[src/rtl/machine_mode_types_pkg.sv]
// rtl/machine_mode_types_pkg.sv - shared machine-mode cause codes, mtvec modes, trap FSM states, mstatus fields
package machine_mode_types_pkg;

    localparam logic [4:0] CAUSE_MSI    = 5'd3;
    localparam logic [4:0] CAUSE_MTI    = 5'd7;
    localparam logic [4:0] EXT_IRQ_BASE = 5'd16;

    typedef enum logic [1:0] {
        MTVEC_DIRECT   = 2'b00,
        MTVEC_VECTORED = 2'b01
    } mtvec_mode_e;

    typedef enum logic [1:0] {
        IDLE   = 2'd0,
        FLUSH  = 2'd1,
        COMMIT = 2'd2,
        RET    = 2'd3
    } trap_state_e;

    localparam int MSTATUS_MIE    = 3;
    localparam int MSTATUS_MPIE   = 7;
    localparam int MSTATUS_MPP_LO = 11;
    localparam int MSTATUS_MPP_HI = 12;

endpackage

[src/rtl/irq_sync_latch.sv]
// rtl/irq_sync_latch.sv - multi-flop synchroniser with optional rising-edge pending latch
module irq_sync_latch #(
    parameter int SYNC_STAGES = 2,
    parameter bit EDGE_MODE   = 1'b0
) (
    input  logic clk,
    input  logic rst_n,
    input  logic irq_async,
    input  logic clr,
    output logic pending
);

    logic [SYNC_STAGES-1:0] sync_q;
    logic                   sync_prev_q;
    logic                   edge_q;
    logic                   sync_out;

    assign sync_out = sync_q[SYNC_STAGES-1];

    // shift the asynchronous line through the synchroniser chain
    always_ff @(posedge clk or negedge rst_n) begin
        if (!rst_n) begin
            sync_q <= '0;
        end else begin
            sync_q <= {sync_q[SYNC_STAGES-2:0], irq_async};
        end
    end

    // remember a 0->1 of the synchronised line until the trap for it commits; a new edge beats a clear
    always_ff @(posedge clk or negedge rst_n) begin
        if (!rst_n) begin
            sync_prev_q <= 1'b0;
            edge_q      <= 1'b0;
        end else begin
            sync_prev_q <= sync_out;
            if (sync_out && !sync_prev_q) begin
                edge_q <= 1'b1;
            end else if (clr) begin
                edge_q <= 1'b0;
            end
        end
    end

    assign pending = EDGE_MODE ? edge_q : sync_out;

endmodule

[src/rtl/prv_trap_unit.sv]
// rtl/prv_trap_unit.sv - trap and interrupt sequencer between the CSR file and the pipeline
module prv_trap_unit
    import machine_mode_types_pkg::*;
#(
    parameter int                 NUM_IRQ     = 4,
    parameter logic [NUM_IRQ-1:0] IRQ_EDGE    = '0,
    parameter int                 SYNC_STAGES = 2
) (
    input  logic               CLK,
    input  logic               nRST,
    input  logic [NUM_IRQ-1:0] irq_in,
    input  logic               timer_int,
    input  logic               soft_int,
    input  logic               ex_valid,
    input  logic [4:0]         ex_cause,
    input  logic [31:0]        ex_epc,
    input  logic [31:0]        ex_badaddr,
    input  logic               mret,
    input  logic [31:0]        int_epc,
    input  logic               pipe_ready,
    input  logic [31:0]        mstatus,
    input  logic [31:0]        mie,
    input  logic [31:0]        mip,
    input  logic [31:0]        mtvec,
    input  logic [31:0]        mepc,
    output logic               trap_req,
    output logic               trap_ack,
    output logic [31:0]        redirect_pc,
    output logic               mip_rup,
    output logic [31:0]        mip_next,
    output logic               mcause_rup,
    output logic [31:0]        mcause_next,
    output logic               mepc_rup,
    output logic [31:0]        mepc_next,
    output logic               mbadaddr_rup,
    output logic [31:0]        mbadaddr_next,
    output logic               mstatus_rup,
    output logic [31:0]        mstatus_next
);

    localparam logic [31:0] PEND_MASK =
        (((32'h1 << NUM_IRQ) - 32'h1) << EXT_IRQ_BASE) | (32'h1 << CAUSE_MSI) | (32'h1 << CAUSE_MTI);

    trap_state_e        state_q, state_d;
    logic               is_int_q;
    logic [4:0]         code_q;
    logic [31:0]        epc_q;
    logic [31:0]        badaddr_q;
    logic [NUM_IRQ-1:0] irq_pend;
    logic [31:0]        pend_vec;
    logic [31:0]        enabled;
    logic               sel_valid;
    logic               sel_int;
    logic [4:0]         sel_code;
    logic [31:0]        trap_vector;

    for (genvar i = 0; i < NUM_IRQ; i++) begin : g_irq
        logic clr;
        assign clr = (state_q == COMMIT) && is_int_q && (code_q == 5'(int'(EXT_IRQ_BASE) + i));
        irq_sync_latch #(
            .SYNC_STAGES(SYNC_STAGES),
            .EDGE_MODE  (IRQ_EDGE[i])
        ) u_sync (
            .clk      (CLK),
            .rst_n    (nRST),
            .irq_async(irq_in[i]),
            .clr      (clr),
            .pending  (irq_pend[i])
        );
    end

    // assemble the mip-shaped pending vector and mask it down to what may interrupt now
    always_comb begin
        pend_vec                                 = '0;
        pend_vec[CAUSE_MSI]                      = soft_int;
        pend_vec[CAUSE_MTI]                      = timer_int;
        pend_vec[int'(EXT_IRQ_BASE) +: NUM_IRQ]  = irq_pend;
        enabled = pend_vec & mie & {32{mstatus[MSTATUS_MIE]}};
    end

    // pick the winner: exception, then external channels low to high, then MSI, then MTI
    always_comb begin
        sel_valid = 1'b0;
        sel_int   = 1'b0;
        sel_code  = '0;
        if (ex_valid) begin
            sel_valid = 1'b1;
            sel_code  = ex_cause;
        end else begin
            for (int i = NUM_IRQ - 1; i >= 0; i--) begin
                if (enabled[int'(EXT_IRQ_BASE) + i]) begin
                    sel_valid = 1'b1;
                    sel_int   = 1'b1;
                    sel_code  = 5'(int'(EXT_IRQ_BASE) + i);
                end
            end
            if (!sel_valid && enabled[CAUSE_MSI]) begin
                sel_valid = 1'b1;
                sel_int   = 1'b1;
                sel_code  = CAUSE_MSI;
            end else if (!sel_valid && enabled[CAUSE_MTI]) begin
                sel_valid = 1'b1;
                sel_int   = 1'b1;
                sel_code  = CAUSE_MTI;
            end
        end
    end

    // trap FSM state register
    always_ff @(posedge CLK or negedge nRST) begin
        if (!nRST) begin
            state_q <= IDLE;
        end else begin
            state_q <= state_d;
        end
    end

    // freeze the winning cause when a trap is accepted so FLUSH cannot be disturbed by new events
    always_ff @(posedge CLK or negedge nRST) begin
        if (!nRST) begin
            is_int_q  <= 1'b0;
            code_q    <= '0;
            epc_q     <= '0;
            badaddr_q <= '0;
        end else if (state_q == IDLE && sel_valid) begin
            is_int_q  <= sel_int;
            code_q    <= sel_code;
            epc_q     <= sel_int ? int_epc : ex_epc;
            badaddr_q <= sel_int ? 32'h0 : ex_badaddr;
        end
    end

    // mip mirror refreshed every cycle once out of reset
    always_ff @(posedge CLK or negedge nRST) begin
        if (!nRST) begin
            mip_rup  <= 1'b0;
            mip_next <= '0;
        end else begin
            mip_rup  <= 1'b1;
            mip_next <= (mip & ~PEND_MASK) | pend_vec;
        end
    end

    assign trap_vector = {mtvec[31:2], 2'b00} +
                         ((is_int_q && mtvec[1:0] == MTVEC_VECTORED) ? {25'b0, code_q, 2'b00} : 32'h0);

    // next state plus the handshake and CSR update strobes for the current state
    always_comb begin
        state_d       = state_q;
        trap_req      = 1'b0;
        trap_ack      = 1'b0;
        redirect_pc   = '0;
        mcause_rup    = 1'b0;
        mcause_next   = '0;
        mepc_rup      = 1'b0;
        mepc_next     = '0;
        mbadaddr_rup  = 1'b0;
        mbadaddr_next = '0;
        mstatus_rup   = 1'b0;
        mstatus_next  = '0;
        case (state_q)
            IDLE: begin
                if (sel_valid) begin
                    state_d = FLUSH;
                end else if (mret) begin
                    state_d = RET;
                end
            end
            FLUSH: begin
                trap_req = 1'b1;
                if (pipe_ready) begin
                    state_d = COMMIT;
                end
            end
            COMMIT: begin
                trap_ack      = 1'b1;
                redirect_pc   = trap_vector;
                mcause_rup    = 1'b1;
                mcause_next   = {is_int_q, 26'b0, code_q};
                mepc_rup      = 1'b1;
                mepc_next     = {epc_q[31:2], 2'b00};
                mbadaddr_rup  = !is_int_q;
                mbadaddr_next = badaddr_q;
                mstatus_rup   = 1'b1;
                mstatus_next  = mstatus;
                mstatus_next[MSTATUS_MPIE]                  = mstatus[MSTATUS_MIE];
                mstatus_next[MSTATUS_MIE]                   = 1'b0;
                mstatus_next[MSTATUS_MPP_HI:MSTATUS_MPP_LO] = 2'b11;
                state_d       = IDLE;
            end
            RET: begin
                trap_ack     = 1'b1;
                redirect_pc  = mepc;
                mstatus_rup  = 1'b1;
                mstatus_next = mstatus;
                mstatus_next[MSTATUS_MIE]  = mstatus[MSTATUS_MPIE];
                mstatus_next[MSTATUS_MPIE] = 1'b1;
                state_d      = IDLE;
            end
            default: state_d = IDLE;
        endcase
    end

endmodule
[config.mk]
export PLATFORM = sky130hd
export DESIGN_NAME = prv_trap_unit
export DESIGN_NICKNAME = d
export VERILOG_FILES = /design/src/rtl/machine_mode_types_pkg.sv /design/src/rtl/irq_sync_latch.sv /design/src/rtl/prv_trap_unit.sv
export SDC_FILE = /design/constraint.sdc
export NUM_CORES = 1
export LEC_CHECK = 0
export BUFFER_PORTS_ARGS = -buffer_cell sky130_fd_sc_hd__buf_2
export CAP_MARGIN = 30
export CELL_PAD_IN_SITES_DETAIL_PLACEMENT = 0
export CELL_PAD_IN_SITES_GLOBAL_PLACEMENT = 1
export CORE_AREA = 2 2 185 187
export DETAILED_ROUTE_END_ITERATION = 12
export DIE_AREA = 0 0 187 189
export GPL_ROUTABILITY_DRIVEN = 0
export GPL_TIMING_DRIVEN = 0
export PLACE_DENSITY = 0.56
export RECOVER_POWER = 25
export SYNTH_ARGS = -nofsm -noshare
export SYNTH_HDL_FRONTEND = slang
export SYNTH_SLANG_ARGS = --single-unit
[constraint.sdc]
create_clock -name CLK -period 4.4 [get_ports CLK]
set_input_delay 0.88 -clock CLK [delete_from_list [all_inputs] [get_ports CLK]]
set_output_delay 0.88 -clock CLK [all_outputs]
set_load 0.01 [all_outputs]
==> flow_summary.toml <==
[floorplanning]
start_util_pct = 17.7
die_y_um = 189
die_area_mm2 = 0.0353
io_pins = 471
core-area_mm2 = 0.0333
rows = 67
die_w_um = 187

[detailed_routing]
drc_errors = 0
vias_per_cell = 4.13
first_pass_iters = 4
num_vias = 6326
drtIter0Drc = 216
drt_wl_total_mm = 27.2
wl_per_cell_um = 17.8
drtAntennaViolNets = 0

[global_route]
grt_pass1_wl_mm = 39.9
grt_usage_pct = 15.0
grt_max_degree = 88
grt_pass1_vias = 6307
grt_overflow = 0
antenna_found_initial = 1

[layout]
register_area_mm2 = 0.00278
multiInputGateArea_mm2 = 0.00284
drive_above_1_share_pct = 42.8
finalNonFillerCells = 1530
synthToLayoutAreaGrowth_pct = 51.7
fill_cells = 3714
fin_area_mm2 = 0.00893
final_nets = 1354

[synthesis]
yosys.area.top_type = "dfrtp_1"
yosysSeqAreaShare_pct = 47.2
synth-seq-cells = 111
async_flop_share_pct = 100
yosysMostFrequentCell = "dfrtp_1"
ys_dominant_reg_cell = "dfrtp_1"
synth_edf_count = 0
ys_types = 55
synth_top_area_share_pct = 47.2
avgSynthCellArea_um2 = 9.38
yosys_warnings = 0
synthTopCellsByCount = "111 x dfrtp_1, 103 x and2_1, 68 x nor2_1"
synth_area_leaders = "dfrtp_1 47%, and2_1 11%, a22o_1 5.1%, nor2_1 4.3%, buf_4 3.8%"
netlist_area_mm2 = 0.00589
synth_cells = 628

[timing]
tns_ns = 0
hold_viol_final = 0
tightest_slew_ns = 1.99
rsz0062_at_grt = "no"
whs_ns = 0.356
period_needed_ns = 4.24
fmax_ghz = 0.236
finClkSkew_ns = 0.0101
final_max_slew_viol_count = 114
finalSetupViolCount = 0
slew_headroom_pct = -32.7
fin_crit_sh_pct = 96.3

[worst_setup_path]
path_delay_family = "simple AND/OR/NAND/NOR gates"
critPathCaptureType = "output pin"
crit_arrival_ns = 3.36
cpPeakStageDelay_ns = 0.48
cp.required_ns = 3.52
ff2ff_setup_slack_ns = 1.88
crit_path_frequent_cell = "buf_2"
r2r_start = "g_irq[0].u_sync.sync_q[1]$_DFF_PN0_"
cp_cell_sequence = "buf_2 > and3b_2 > and2_1 > ha_2 > fa_2 > a211oi_1 > o21ba_2 > or4_4 > or4_1 > nand3_1 > buf_2"
cp-start-kind = "input pin"
worstPathMaxFanout = 6
crit_buf_inv = 2
critPathSlowestCell = "or4_1"
worstRegToRegCells = 6
critical_path_class = "in2out"
r2r-end = "code_q[2]$_DFFE_PN0P_"

[placement]
postPlaceCellArea_mm2 = 0.00862
hpwl_mm = 22.1
portBuffers = 406
placed_cells = 1510

[clock_network]
tritoncts = "built"
hold_buffers = 0
clk_latency_ns = 0.37
clkSinkCount = 111
cts_max_level = 3
cts_buffer_depth = 2
cts_buffers = 9
root_buffer = "clkbuf_16"
cts.clk_slew.worst_paths_ns = 0.09

[worst_hold_path]
holdPathEnd = "g_irq[0].u_sync.sync_q[1]$_DFF_PN0_"
hp-class = "reg2reg"
min-delay-start = "g_irq[0].u_sync.sync_q[0]$_DFF_PN0_"
hold_depth = 0

[pwr]
p_total_mw = 4.11
power_density_mw_per_mm2 = 460
irDropWorstVdd_uv = 259
p_leak_nw = 4.63

[run_status]
status = "finished, violations left"
violations = "capacitance limit, slew limit"

[run]
maxCapViolCount = 2
[layer usage]
| metal | track usage, % | up-vias | wire length, µm |
|---|---|---|---|
| met5 | 0 | - | 0 |
| met4 | 4.06 | 0 | 376 |
| met3 | 4.37 | 13 | 2040 |
| met2 | 27.0 | 295 | 13800 |
| met1 | 17.2 | 2978 | 10900 |
| li1 | - | 3040 | - |
[kinds of logic (layout without fill, tap and decap cells)]
family	after synthesis	in the layout	synth area share, %
mux	3	3	0.510
simple gates	263	263	23.8
compound gates	148	148	17.4
xor+xnor	19	19	2.83
buf+inv	76	502	6.76
fa+ha+maj	6	6	1.40
other cells	2	30	0.128
flops	111	111	47.2
[flip-flops by register name, summed over array words and instances, names as in the netlist]
name	cells
epc_q	30
state_q	2
is_int_q	1
mip_next	32
code_q	5
g_irq.u_sync.sync_q	8
badaddr_q	32
mip_rup	1
[power breakdown]
part	internal [mW]	leakage, nW	switching [mW]
Combinational	0.710	3.17	1.04
Sequential	1.34	1.31	0.166
Clock	0.407	0.145	0.449
[worst register-to-register path, cell delays in order (launching register included)]
cell and delay (ns):
dfrtp_1 0.39, nand2_1 0.18, a41oi_1 0.34, o21ai_1 0.37, clkbuf_1 0.48, clkbuf_1 0.47, o21ai_0 0.17
[metrics by stage]
step	setup WS (ns)	utilization, %
floorplan	0.441	-
global placement	-0.0626	25.8
detailed placement	-0.0940	25.9
CTS	0.0146	26.9
global route	0.0358	26.8
finish	0.162	26.8
[final cells by class]
class                   count  area share (%)
clock inverters             7           0.798
clock buffers               9            2.52
plain buffers              70            4.20
repair buffers            411            23.1
diodes                      1          0.0280
well taps                 448            6.27
flip-flops and latches    111            31.1
multi-input cells         468            31.8
inverters                   5           0.210
[cell usage in the layout, fill, tap and decap left out, drive strengths merged, types with 9 or more instances in the layout]
cell type,n
buf,441
dfrtp,111
and2,104
nor2,68
clkbuf,49
a22o,34
nand2,33
o22ai,30
conb,29
o21ai,28
a21oi,21
nand3,17
xnor2,10
xor2,9
inv,9
[worst max-delay path by stage]
stage,startpoint,endpoint,slack (ns),cells past startpoint
floorplan,mtvec[1],redirect_pc[30],0.44,9
detailed placement,mtvec[0],redirect_pc[27],-0.09,10
CTS,mtvec[0],redirect_pc[31],0.01,11
global route,mtvec[0],redirect_pc[7],0.04,11
finish,mtvec[1],redirect_pc[30],0.16,11
global placement,mtvec[0],redirect_pc[27],-0.06,10
[repair_timing]
action,4_1_cts,5_1_grt
gates resized for setup,7,1
setup endpoints to repair,3,11
pin swaps,2,1
setup buffers,1,2
Note: power is estimated with default switching activity, not from simulation.
